===== src/rtl/uart_tx_pkg.sv =====
`default_nettype none
// ============================================================================
//  Module      : uart_tx_pkg
//  Description : Shared definitions for the memory-mapped UART transmitter:
//                register offsets (addr[3:2]), STATUS bit positions, the
//                transmit FSM state type and the divisor clamp helper.
//  Revision    : 1.0 - initial release
// ============================================================================
package uart_tx_pkg;

  // Register offsets, decoded from addr[3:2]
  localparam logic [1:0] c_reg_data   = 2'd0;
  localparam logic [1:0] c_reg_status = 2'd1;
  localparam logic [1:0] c_reg_div    = 2'd2;
  localparam logic [1:0] c_reg_rsvd   = 2'd3;

  // STATUS register bit positions
  localparam int c_stat_busy  = 0;
  localparam int c_stat_full  = 1;
  localparam int c_stat_empty = 2;
  localparam int c_stat_ovf   = 3;

  // Smallest bit-period divisor the baud counter supports
  localparam logic [15:0] DIV_MIN = 16'd2;

  typedef enum logic [1:0] {
    ST_IDLE  = 2'd0,
    ST_START = 2'd1,
    ST_DATA  = 2'd2,
    ST_STOP  = 2'd3
  } tx_state_t;

  function automatic logic [15:0] clamp_div(input logic [15:0] d);
    return (d < DIV_MIN) ? DIV_MIN : d;
  endfunction

endpackage
`default_nettype wire


===== src/rtl/sync_fifo.sv =====
`default_nettype none
// ============================================================================
//  Module      : sync_fifo
//  Description : Single-clock fall-through FIFO. pop_data always shows the
//                head entry. A push while full is accepted when a pop happens
//                in the same cycle (the freed slot is reused at once).
//  Ports       : clk, reset_n (async, active-low)
//                push / push_data  - enqueue request and data
//                pop  / pop_data   - dequeue request and head data
//                full / empty      - occupancy flags
//  Revision    : 1.0 - initial release
// ============================================================================
module sync_fifo #(
  parameter int WIDTH = 8,
  parameter int DEPTH = 4
) (
  input  logic             clk,
  input  logic             reset_n,
  input  logic             push,
  input  logic [WIDTH-1:0] push_data,
  input  logic             pop,
  output logic [WIDTH-1:0] pop_data,
  output logic             full,
  output logic             empty
);

  localparam int             c_aw    = $clog2(DEPTH);
  localparam logic [c_aw:0]  c_depth = (c_aw + 1)'(DEPTH);

  logic [WIDTH-1:0] r_mem [DEPTH];
  logic [c_aw-1:0]  r_wr_ptr;
  logic [c_aw-1:0]  r_rd_ptr;
  logic [c_aw:0]    r_count;

  logic w_do_push;
  logic w_do_pop;

  assign full      = (r_count == c_depth);
  assign empty     = (r_count == '0);
  assign w_do_pop  = pop && !empty;
  // When full, the slot under the write pointer is the one being popped,
  // so a simultaneous push can take it.
  assign w_do_push = push && (!full || w_do_pop);
  assign pop_data  = r_mem[r_rd_ptr];

  always_ff @(posedge clk) begin
    if (w_do_push) begin
      r_mem[r_wr_ptr] <= push_data;
    end
  end

  // DEPTH is a power of two, so the pointers wrap naturally.
  always_ff @(posedge clk or negedge reset_n) begin
    if (!reset_n) begin
      r_wr_ptr <= '0;
      r_rd_ptr <= '0;
      r_count  <= '0;
    end else begin
      if (w_do_push) begin
        r_wr_ptr <= r_wr_ptr + 1'b1;
      end
      if (w_do_pop) begin
        r_rd_ptr <= r_rd_ptr + 1'b1;
      end
      case ({w_do_push, w_do_pop})
        2'b10:   r_count <= r_count + 1'b1;
        2'b01:   r_count <= r_count - 1'b1;
        default: r_count <= r_count;
      endcase
    end
  end

endmodule
`default_nettype wire


===== src/rtl/uart_tx_periph.sv =====
`default_nettype none
// ============================================================================
//  Module      : uart_tx_periph
//  Description : Memory-mapped 8N1 UART transmitter for the FemtoRV32 bus.
//                Firmware pushes bytes into a TX FIFO; a baud-rate FSM
//                serialises them on tx, LSB first.
//  Ports       : clk, reset_n (async, active-low)
//                sel    - device select
//                addr   - byte offset, [3:2] selects DATA/STATUS/DIV/reserved
//                wdata  - write data, wstrb - byte write strobes
//                rstrb  - read strobe, rdata - registered read data
//                tx     - serial line, idles high
//  Revision    : 1.0 - initial release
// ============================================================================
module uart_tx_periph
  import uart_tx_pkg::*;
#(
  parameter int CLK_HZ     = 12_000_000,
  parameter int BAUD       = 115_200,
  parameter int FIFO_DEPTH = 4
) (
  input  logic        clk,
  input  logic        reset_n,
  input  logic        sel,
  input  logic [3:0]  addr,
  input  logic [31:0] wdata,
  input  logic [3:0]  wstrb,
  input  logic        rstrb,
  output logic [31:0] rdata,
  output logic        tx
);

  localparam int          c_div_raw   = CLK_HZ / BAUD;
  localparam logic [15:0] c_div_reset = (c_div_raw < 2) ? DIV_MIN : 16'(c_div_raw);

  // --------------------------------------------------------------------------
  // Register decode
  // --------------------------------------------------------------------------
  logic [1:0]  w_reg;
  logic        w_data_push;
  logic        w_ovf_clr;
  logic        w_div_wr;
  logic [15:0] w_div_next;

  logic [15:0] r_div;
  logic        r_ovf;

  logic        w_fifo_full;
  logic        w_fifo_empty;
  logic        w_pop;
  logic [7:0]  w_fifo_dout;

  tx_state_t   r_state;
  logic [15:0] r_div_lat;
  logic [15:0] r_baud_cnt;
  logic [2:0]  r_bit_idx;
  logic [7:0]  r_shift;
  logic        w_bit_end;
  logic        w_busy;

  assign w_reg       = addr[3:2];
  assign w_data_push = sel && wstrb[0] && (w_reg == c_reg_data);
  assign w_ovf_clr   = sel && wstrb[0] && (w_reg == c_reg_status);
  assign w_div_wr    = sel && (|wstrb[1:0]) && (w_reg == c_reg_div);
  assign w_div_next  = {wstrb[1] ? wdata[15:8] : r_div[15:8],
                        wstrb[0] ? wdata[7:0]  : r_div[7:0]};

  // Bits the register map never looks at
  logic w_unused_bits;
  assign w_unused_bits = &{1'b0, addr[1:0], wdata[31:16], wstrb[3:2]};

  always_ff @(posedge clk or negedge reset_n) begin
    if (!reset_n) begin
      r_div <= c_div_reset;
    end else if (w_div_wr) begin
      r_div <= clamp_div(w_div_next);
    end
  end

  // A push is lost only if the FIFO is full and nothing leaves this cycle.
  always_ff @(posedge clk or negedge reset_n) begin
    if (!reset_n) begin
      r_ovf <= 1'b0;
    end else if (w_ovf_clr) begin
      r_ovf <= 1'b0;
    end else if (w_data_push && w_fifo_full && !w_pop) begin
      r_ovf <= 1'b1;
    end
  end

  // --------------------------------------------------------------------------
  // Read path
  // --------------------------------------------------------------------------
  assign w_busy = (r_state != ST_IDLE);

  always_ff @(posedge clk or negedge reset_n) begin
    if (!reset_n) begin
      rdata <= '0;
    end else if (sel && rstrb) begin
      rdata <= '0;
      case (w_reg)
        c_reg_status: begin
          rdata[c_stat_busy]  <= w_busy;
          rdata[c_stat_full]  <= w_fifo_full;
          rdata[c_stat_empty] <= w_fifo_empty;
          rdata[c_stat_ovf]   <= r_ovf;
        end
        c_reg_div: rdata[15:0] <= r_div;
        default:   rdata <= '0;
      endcase
    end
  end

  // --------------------------------------------------------------------------
  // TX FIFO
  // --------------------------------------------------------------------------
  assign w_pop = (r_state == ST_IDLE) && !w_fifo_empty;

  sync_fifo #(
    .WIDTH (8),
    .DEPTH (FIFO_DEPTH)
  ) u_fifo (
    .clk       (clk),
    .reset_n   (reset_n),
    .push      (w_data_push),
    .push_data (wdata[7:0]),
    .pop       (w_pop),
    .pop_data  (w_fifo_dout),
    .full      (w_fifo_full),
    .empty     (w_fifo_empty)
  );

  // --------------------------------------------------------------------------
  // Serialiser FSM: baud counter, bit counter and line driver
  // --------------------------------------------------------------------------
  // The divisor is latched at frame start so DIV writes never disturb a
  // frame already on the line.
  assign w_bit_end = (r_baud_cnt == r_div_lat - 16'd1);

  always_ff @(posedge clk or negedge reset_n) begin
    if (!reset_n) begin
      r_state    <= ST_IDLE;
      tx         <= 1'b1;
      r_div_lat  <= c_div_reset;
      r_baud_cnt <= '0;
      r_bit_idx  <= '0;
      r_shift    <= '0;
    end else begin
      case (r_state)
        ST_IDLE: begin
          tx <= 1'b1;
          if (!w_fifo_empty) begin
            r_shift    <= w_fifo_dout;
            r_div_lat  <= r_div;
            r_baud_cnt <= '0;
            tx         <= 1'b0;
            r_state    <= ST_START;
          end
        end
        ST_START: begin
          if (w_bit_end) begin
            r_baud_cnt <= '0;
            r_bit_idx  <= '0;
            tx         <= r_shift[0];
            r_state    <= ST_DATA;
          end else begin
            r_baud_cnt <= r_baud_cnt + 16'd1;
          end
        end
        ST_DATA: begin
          if (w_bit_end) begin
            r_baud_cnt <= '0;
            if (r_bit_idx == 3'd7) begin
              tx      <= 1'b1;
              r_state <= ST_STOP;
            end else begin
              // Next bit is shift[1]; shift right so it becomes shift[0]
              tx        <= r_shift[1];
              r_shift   <= {1'b0, r_shift[7:1]};
              r_bit_idx <= r_bit_idx + 3'd1;
            end
          end else begin
            r_baud_cnt <= r_baud_cnt + 16'd1;
          end
        end
        ST_STOP: begin
          if (w_bit_end) begin
            r_baud_cnt <= '0;
            r_state    <= ST_IDLE;
          end else begin
            r_baud_cnt <= r_baud_cnt + 16'd1;
          end
        end
        default: begin
          tx      <= 1'b1;
          r_state <= ST_IDLE;
        end
      endcase
    end
  end

endmodule
`default_nettype wire


===== config.mk =====
export PLATFORM = sky130hd
export DESIGN_NAME = uart_tx_periph
export DESIGN_NICKNAME = d
export VERILOG_FILES = /design/src/rtl/uart_tx_pkg.sv /design/src/rtl/sync_fifo.sv /design/src/rtl/uart_tx_periph.sv
export SDC_FILE = /design/constraint.sdc
export NUM_CORES = 1
export LEC_CHECK = 0
export BUFFER_PORTS_ARGS = -buffer_cell sky130_fd_sc_hd__buf_4
export CAP_MARGIN = 20
export CORE_ASPECT_RATIO = 1.25
export CORE_MARGIN = 1
export CORE_UTILIZATION = 55
export CTS_CLUSTER_DIAMETER = 150
export DETAILED_ROUTE_END_ITERATION = 8
export HOLD_SLACK_MARGIN = 0.1
export PLACE_DENSITY = 0.81
export SKIP_LAST_GASP = 1
export SYNTH_ARGS = -nofsm -noshare
export SYNTH_HDL_FRONTEND = slang
export SYNTH_SLANG_ARGS = --single-unit

===== constraint.sdc =====
create_clock -name clk -period 3.5 [get_ports clk]
set_input_delay 0.175 -clock clk [delete_from_list [all_inputs] [get_ports clk]]
set_output_delay 0.175 -clock clk [all_outputs]
set_load 0.02 [all_outputs]

; ---- Word-level counts from Yosys, hierarchy flattened
; Memory sizes are Yosys's and may differ from the RTL's.
; Index checks and enable logic that the tools add are counted.
[totals]
ff_bits = 86
mem_bits_rw = 32
inputBits = 44
elab_cells = 101
n_memories = 1
[mem_list]
columns = memory, depth, width, read_ports, rd_ports_with_merged_regs, wr, line_no
row1 = u_fifo.r_mem, 4, 8, 1, 0, 1, sync_fifo.sv:30  ; logic [WIDTH-1:0] r_mem [DEPTH];
[op_classes]
n_addsub = 7
order_cmp = 1
eq_ne = 16
mux = 32
bitwise = 1
reduce_logical = 31
[ops]
columns = operator, count
row1 = $mux 16, 3
row2 = $mux 8, 5
row3 = $pmux 16 s2, 1
row4 = $add 16x1->16 const B, 1
row5 = $eq 16x16->1, 1
row6 = $lt 16x2->1 const B, 1
row7 = $pmux 8 s2, 1
row8 = $sub 16x1->16 const B, 1
row9 = $mux 12, 1
row10 = $ne 2x2->1 const B, 6
row11 = $pmux 3 s2, 2
row12 = $logic_and 1x1->1, 11
row13 = $mux 2, 5
row14 = $reduce_bool 2->1, 5
row15 = $mux 3, 3
row16 = $eq 2x2->1 const B, 4
row17 = $mux 1, 8
row18 = $pmux 2 s4, 1
row19 = $pmux 4 s2, 1
row20 = $reduce_and 4->1, 2
row21 = $add 3x1->3 const B, 2
row22 = $eq 2x1->1 const B, 3
row23 = $eq 3x3->1 const B, 2
row24 = $reduce_and 5->1, 1
row25 = 13 further kinds, 17

; ---- Longest topological paths before layout
; Gate-level depths: netlist (run 1).
[logic_depth]
ltp_word = 8
depth_mapped = 12

; ---- Cells and area by module
; Synthesis (run 1) repeated with hierarchy kept, for this count alone.
[hier_totals]
cells_unflattened = 535
area_unflattened_um2 = 6107.1
[modules_own_cells]
columns = module, instances, cells_each, area_per_inst_um2, seq_area_each_um2
row1 = uart_tx_periph, 1, 455, 4519.3, 1985.7
row2 = sync_fifo, 1, 80, 1587.8, 1136.1

; ---- Worst setup path before layout (run 1)
; No wires, ideal clock.
[synth_path]
kind = register to register
start = register r_div_lat[3]
end = register r_state[1]
setup_time_ps = 125
arrival_ps = 2928
required_time_ps = 3375
slack_ps = 448
path_stages_with_launch = 11
period_less_slack_ps = 3052
cell_sequence = dfstp_2 > buf_6 > or4_4 > buf_6 > or4_4 > nor4_2 > a211oi_2 > a21oi_1 > a31oi_1 > a21oi_1 > mux2_2
[synth_via]
elab_chain_cells = 4
elab_cells_between_ends = 6
cone_classes = add/sub: 1 / eq/ne: 4 / reduce/logical: 1
[synth_lines]
columns = element, line_no
row1 = "start, declared", uart_tx_periph.sv:54  ; logic [15:0] r_div_lat;
row2 = "start signal, assigned", uart_tx_periph.sv:144  ; r_div_lat <= c_div_reset;
row3 = "start signal, assigned", uart_tx_periph.sv:154  ; r_div_lat <= r_div;
row4 = $sub 16x1->16 *, uart_tx_periph.sv:138  ; assign w_bit_end = (r_baud_cnt == r_div_lat - 16'd1);
row5 = $eq 16x16->1 *, uart_tx_periph.sv:138
row6 = $ne 2x2->1 (no source line), n/a
row7 = $reduce_and 5->1 (no source line) *, n/a
row8 = "end signal, assigned", uart_tx_periph.sv:142  ; r_state <= ST_IDLE;
row9 = "end signal, assigned", uart_tx_periph.sv:157  ; r_state <= ST_START;
row10 = "end signal, assigned", uart_tx_periph.sv:165  ; r_state <= ST_DATA;
row11 = "end, declared", uart_tx_periph.sv:53  ; tx_state_t r_state;
; Mark *: on every way between the ends. The rest lies on a longest branch, timed or not.
; A chain may end at the register's enable or synchronous reset.

; ---- Worst setup path after layout (run 1)
[layout_path]
start = register r_div_lat[0]
end = register r_state[1]
; The elaborated chain is that of the path after synthesis.

==> results.cfg, run 1 <==
[synth]
ys_seq_area_share_pct = 51.16
postSynth.asyncResetShare_pct = 72.88
ys_warn_count = 0
syn_inst = 563
ys_top_cells_by_count = 99 x nand2_1, 79 x dfrtp_1, 34 x o21ai_0
synth_top_flop_cell = dfrtp_1
ys_ff_latch = 118
avgSynthCellArea_um2 = 10.84
synth_edf_count = 32
synth_top_area_share_pct = 32.40
netlist-cell-type-count = 63
yosys.cell_count.top_type = nand2_1
synth_area_um2 = 6102
synthTopCellsByArea = dfrtp_1 32%, edfxtp_1 16%, nand2_1 6.1%
synth_top_area_cell = dfrtp_1

[critical_path]
crit_required_ns = 3.80
critPathLaunchType = flop
worstRegToRegCells = 10
cp_cell_sequence = inv_1 > ha_1 > xnor2_1 > nor2_1 > o221ai_1 > or4_1 > nor4_4 > a31oi_1 > a21oi_1 > mux2_2
timing_worst_setup_path_type = reg2reg
critPathSlowestCell = or4_1
cp_slowest_stage_delay_ns = 0.64
critPathCaptureType = flop
cp.arrival_ns = 3.55
worstPathMaxFanout = 6

[grt]
first_global_vias = 4647
grt_max_degree = 87
grt_first_pass_wirelength_um = 22550
antenna_found_initial = 1
grt.overflow.total = 0
track_usage_pct = 26.23

[sta]
holdWs_ns = 0.1460
rsz0062_at_grt = no
max_freq_ghz = 0.3077
slew_violations = 0
setup_tns_ns = 0
hold_viol_final = 0
setup_ws_ns = 0.2499
period_needed_ns = 3.250
worst_pin_slew_ns = 0.7815
slew_headroom_pct = 47.77
finalSetupViolations = 0
skew_ns = 0.007113
min_period_over_period_pct = 92.86

[status]
outcome = finished, final reports clean

[detailed_routing]
drt_iter0_drc = 341
viasPerCell = 5.983
antenna_left = 0
drt-total-wl_um = 13890
drc = 0
drt_first_pass_iters = 6
wire_per_inst_um = 18.04
dr_total_vias = 4607

[power]
p_int_uw = 3582
pwr-share-clk_pct = 28.4
power.density_nw_per_um2 = 792.7
combPwrFrac_pct = 34.3
p_seq_share_pct = 37.2
vdd_drop_max_mv = 0.5281
leakage_uw = 0.003106
p_sw_share_pct = 37.29
switchingPower_uw = 2130

[placed_design]
place_inst = 717
preCtsSetupSlack_ns = 0.2828
routabilityCongestion = 0.8782
io_buffer_count = 40
post-dp-hpwl_um = 9058

[clock_tree]
clkTransAtPathRegs_ns = 0.06
cts_tree = built
clockBufferDepth = 2
clk_latency_ns = 0.41
post_cts_buffers = 0
clockRootBuffer = clkbuf_16
clock-sinks = 118
cts_max_level = 4
cts_buffers = 17

[finish]
fillers = 744
utilization_pct = 67.55
areaGrowthSynthToFinish_pct = 18.08
fin_cells = 770
nets = 685
layout-drive-gt1-share_pct = 20.60

[hold_path]
hp-class = in2reg
hold_depth = 3

[floorplanning]
die_y_um = 119.8
core-area_um2 = 10670
die_area_um2 = 11520
die_w_um = 96.21
io_pins = 77
start_util_pct = 57.20
row_count = 42

[flow_run]
drv_cap = 0
critical path, delay by kind of cell (launching register included):
family                     cells  cell delay (ns)
xor gates and xnor gates       1             0.13
muxes                          1             0.35
and+or+nand+nor                3             1.23
buffers and inverters          1             0.11
AOI/OAI and AO/OA              3             0.50
DFF                            1             0.49
adders and majority gates      1             0.33
per-layer routing:
metal  share of wire, %  wire length [µm]  global-route usage [%]  vias to the layer above
li1                   -                 -                       -                     2114
met1                 39              5426                   30.78                     2285
met2                 53              7308                   44.37                      169
met3                5.0               695                   6.020                       39
met4                3.3               463                   12.97                        0
met5                  0                 0                       0                        -
area by class of cell:
type / instances / area, µm² / area share [%]
inverters: 17 / 63.81 / 0.8856
multi-input cells: 405 / 2741 / 38.04
well taps: 132 / 165.2 / 2.292
diodes: 2 / 5.005 / 0.06946
repair buffers: 65 / 555.5 / 7.710
flip-flops and latches: 118 / 3122 / 43.32
clock buffers: 17 / 425.4 / 5.904
clock inverters: 14 / 127.6 / 1.771
repair_timing:
item / CTS / global route
hold endpoints to repair: 128 / 0
hold buffers: 19 / 0
setup endpoints to repair: 0 / 7
resized for setup: 0 / 2
power by group through the flow:
stage / Combinational [µW] / Sequential [µW] / Clock [µW]
2_1_floorplan: 1600 / 1990 / 0
3_3_place_gp: 1790 / 2110 / 0
3_5_place_dp: 1880 / 2130 / 0
4_1_cts: 1930 / 2110 / 1630
5_1_grt: 2170 / 2160 / 1700
6_report: 1960 / 2130 / 1620
path summary, 6_finish.rpt:
path | slack (ns) | end | startpoint
setup / recovery | 0.25 | r_state[1] | r_div_lat[0]
max in group asynchronous | 2.68 | tx | reset_n
hold / removal | 0.15 | rdata[3] | rstrb
hold reg to reg | 0.48 | rdata[13] | rdata[13]
min in group asynchronous | 0.16 | r_baud_cnt[12] | reset_n
setup reg to reg | 0.25 | r_state[1] | r_div_lat[0]
logic make-up after synthesis:
family / share of synthesized area [%]
AND/OR/NAND/NOR: 18.45
flip-flops: 51.16
AO/OA/AOI/OAI: 11.87
buffers and inverters: 5.003
multiplexers: 6.397
XOR/XNOR: 3.445
adder cells (fa/ha/maj): 3.609
other: 0.06145
state kept, by name, indices dropped and copies added (netlist names):
name and cells:
r_bit_idx 3, r_state 2, u_fifo.r_count 3, r_shift 8, r_div_lat 16, rdata 16, u_fifo.r_mem 32, u_fifo.r_wr_ptr 2
r_baud_cnt 16, tx 1, r_ovf 1, u_fifo.r_rd_ptr 2, r_div 16
metrics by stage:
stage | power (µW) | cell area (µm²)
after global routing | 6036 | 7203
after floorplan | 3588 | 6158
after CTS | 5673 | 7163
after detailed placement | 4007 | 6420
final | 5712 | 7206
after global placement | 3893 | 6420
layout by cell type (no fill, tap or decap), drive strengths merged, types with 17 or more instances in the layout:
cell type and count:
nand2 99, dfrtp 79, buf 46, o21ai 34
edfxtp 32, a21oi 23, nor2 21, inv 21
dlygate4sd3 19, xnor2 18, clkbuf 17
No activity file was read; power rests on OpenSTA's default activity.
==> run 2: changes to the inputs <==
--- a/config.mk
+++ b/config.mk
@@ -9,11 +9,12 @@
 export CAP_MARGIN = 20
 export CORE_ASPECT_RATIO = 1.25
 export CORE_MARGIN = 1
-export CORE_UTILIZATION = 55
+export CORE_UTILIZATION = 50
+export CTS_BUF_LIST = sky130_fd_sc_hd__clkbuf_16
 export CTS_CLUSTER_DIAMETER = 150
 export DETAILED_ROUTE_END_ITERATION = 8
 export HOLD_SLACK_MARGIN = 0.1
-export PLACE_DENSITY = 0.81
+export PLACE_DENSITY = 0.75
 export SKIP_LAST_GASP = 1
 export SYNTH_ARGS = -nofsm -noshare
 export SYNTH_HDL_FRONTEND = slang
==> results.cfg, run 2 (synthesis gave the netlist of run 1 again) <==
[grt]
first_global_vias = 4434
grt_first_pass_wirelength_um = 21990
antenna_found_initial = 0
grt.overflow.total = 0
track_usage_pct = 22.83
grt_max_degree = 87

[finish]
diodes = 0
layout-drive-gt1-share_pct = 20.28
fin_area_um2 = 7269
layout_common_cells = 99 x nand2_1, 79 x dfrtp_1, 44 x buf_4
largest_reg_flops = 32
areaGrowthSynthToFinish_pct = 19.13
mostFrequentLayoutCell = nand2_1
top_register = u_fifo.r_mem
nets = 684

[sta]
min_period_over_period_pct = 91.95
slew_headroom_pct = 45.82
max_freq_ghz = 0.3107
rsz0062_at_grt = no
slew_violations = 0
hold_viol_final = 0
period_needed_ns = 3.218
finalSetupViolations = 0
skew_ns = 0.009842
setup_tns_ns = 0
worst_pin_slew_ns = 0.8097

[power]
power.density_nw_per_um2 = 797.3
leakage_uw = 0.003133
vdd_drop_max_mv = 0.4857

[critical_path]
critPathSlowestCell = or4_4
worstPathMaxFanout = 17
critPathLaunchType = flop
cp_num_buf_inv = 1
cp_slowest_stage_delay_ns = 0.62
cp.arrival_ns = 3.56
crit_family = simple AND/OR/NAND/NOR gates
crit_required_ns = 3.84
rrSetupSlack_ns = 0.28
timing_worst_setup_path_type = reg2reg
cp_cell_sequence = or4_4 > or4_4 > xor2_1 > a211oi_2 > a211oi_2 > a21oi_4 > buf_4 > nand2b_1 > a31oi_1
critPathCaptureType = flop

[clock_tree]
clkTransAtPathRegs_ns = 0.06
cts_max_level = 4
ctsResizeCount = 0
clock-sinks = 118
clockBufferDepth = 2
clk_latency_ns = 0.42
clockRootBuffer = clkbuf_16
cts_buffers = 17
post_cts_buffers = 0
cts_tree = built

[placed_design]
post-dp-hpwl_um = 8976
io_buffer_count = 40
placed_area_um2 = 6449
routabilityCongestion = 0.8716

[floorplanning]
die_w_um = 100.8
row_count = 44
die_area_um2 = 12650
die_y_um = 125.5
io_pins = 77
start_util_pct = 52.04
core-area_um2 = 11730

[detailed_routing]
wire_per_inst_um = 16.39
drt_iter0_drc = 224
drt_first_pass_iters = 4
viasPerCell = 5.522
dr_total_vias = 4401
drc = 0
drt-total-wl_um = 13060
antenna_left = 0

[status]
outcome = finished, final reports clean

[hold_path]
hp-class = in2reg

[flow_run]
drv_cap = 0
==> run 2: cell types whose count changed in the layout (fill, tap and decap cells not counted), sizes merged <==
cell,change
clkinvlp,-3
diode,-2
buf,-1
clkinv,-4
bufinv,+1
inv,+7
==> run 2: power by group <==
group	total (µW)	leakage, µW	switching (µW)	internal [µW]
Sequential	2110	0.00137	376	1740
Clock	1780	0.000295	702	1080
Combinational	1900	0.00147	1040	863
==> run 2: through the flow <==
step / std cells / setup WS, ns / hold WS [ns] / power [µW] / utilization [%]
2_1_floorplan: 578 / 0.4475 / -0.1206 / 3588 / -
3_3_place_gp: 745 / 0.3415 / 0.3938 / 3904 / 54.99
3_5_place_dp: 745 / 0.2921 / 0.3981 / 4003 / 54.99
4_1_cts: 796 / 0.2860 / 0.1550 / 5823 / 61.76
5_1_grt: 797 / 0.07803 / 0.1784 / 6156 / 61.99
6_report: 797 / 0.2819 / 0.1644 / 5796 / 61.99
==> run 2: path summary, 6_finish.rpt <==
path / startpoint / depth (start not counted) / to
setup / recovery: r_div_lat[2] / 9 / r_baud_cnt[13]
hold / removal: rstrb / 3 / rdata[2]
setup reg to reg: r_div_lat[2] / 9 / r_baud_cnt[13]
hold reg to reg: r_div[3] / 2 / r_div_lat[3]
max in group asynchronous: reset_n / 3 / r_div_lat[5]
min in group asynchronous: reset_n / 2 / r_baud_cnt[12]
==> run 2: cell type report <==
| cell class | count | area, µm² |
|---|---|---|
| fillers | 898 | 4457 |
| flip-flops and latches | 118 | 3122 |
| multi-input cells | 405 | 2731 |
| repair buffers | 64 | 548.0 |
| clock buffers | 17 | 425.4 |
| well taps | 161 | 201.4 |
| clock inverters | 15 | 177.7 |
| inverters | 17 | 63.81 |
==> run 2: layer usage <==
metal  routed length [µm]  GRT usage, %  up-vias
met5                    0             0        -
met4                  376         11.76        0
met3                  524         4.304       28
met2                 6689         37.67      107
met1                 5474         28.40     2153
li1                     -             -     2113
==> run 2: what timing repair did <==
item | 4_1_cts | 5_1_grt
hold buffers | 19 | 0
endpoints found under the hold margin | 128 | 0
setup endpoints to repair | 0 | 0
==> run 2: worst reg2reg max path, cell delays in order, from the launching register on <==
cell,delay (ns)
dfrtp_1,0.43
or4_4,0.62
or4_4,0.54
xor2_1,0.19
a211oi_2,0.29
a211oi_2,0.17
a21oi_4,0.42
buf_4,0.26
nand2b_1,0.08
a31oi_1,0.16
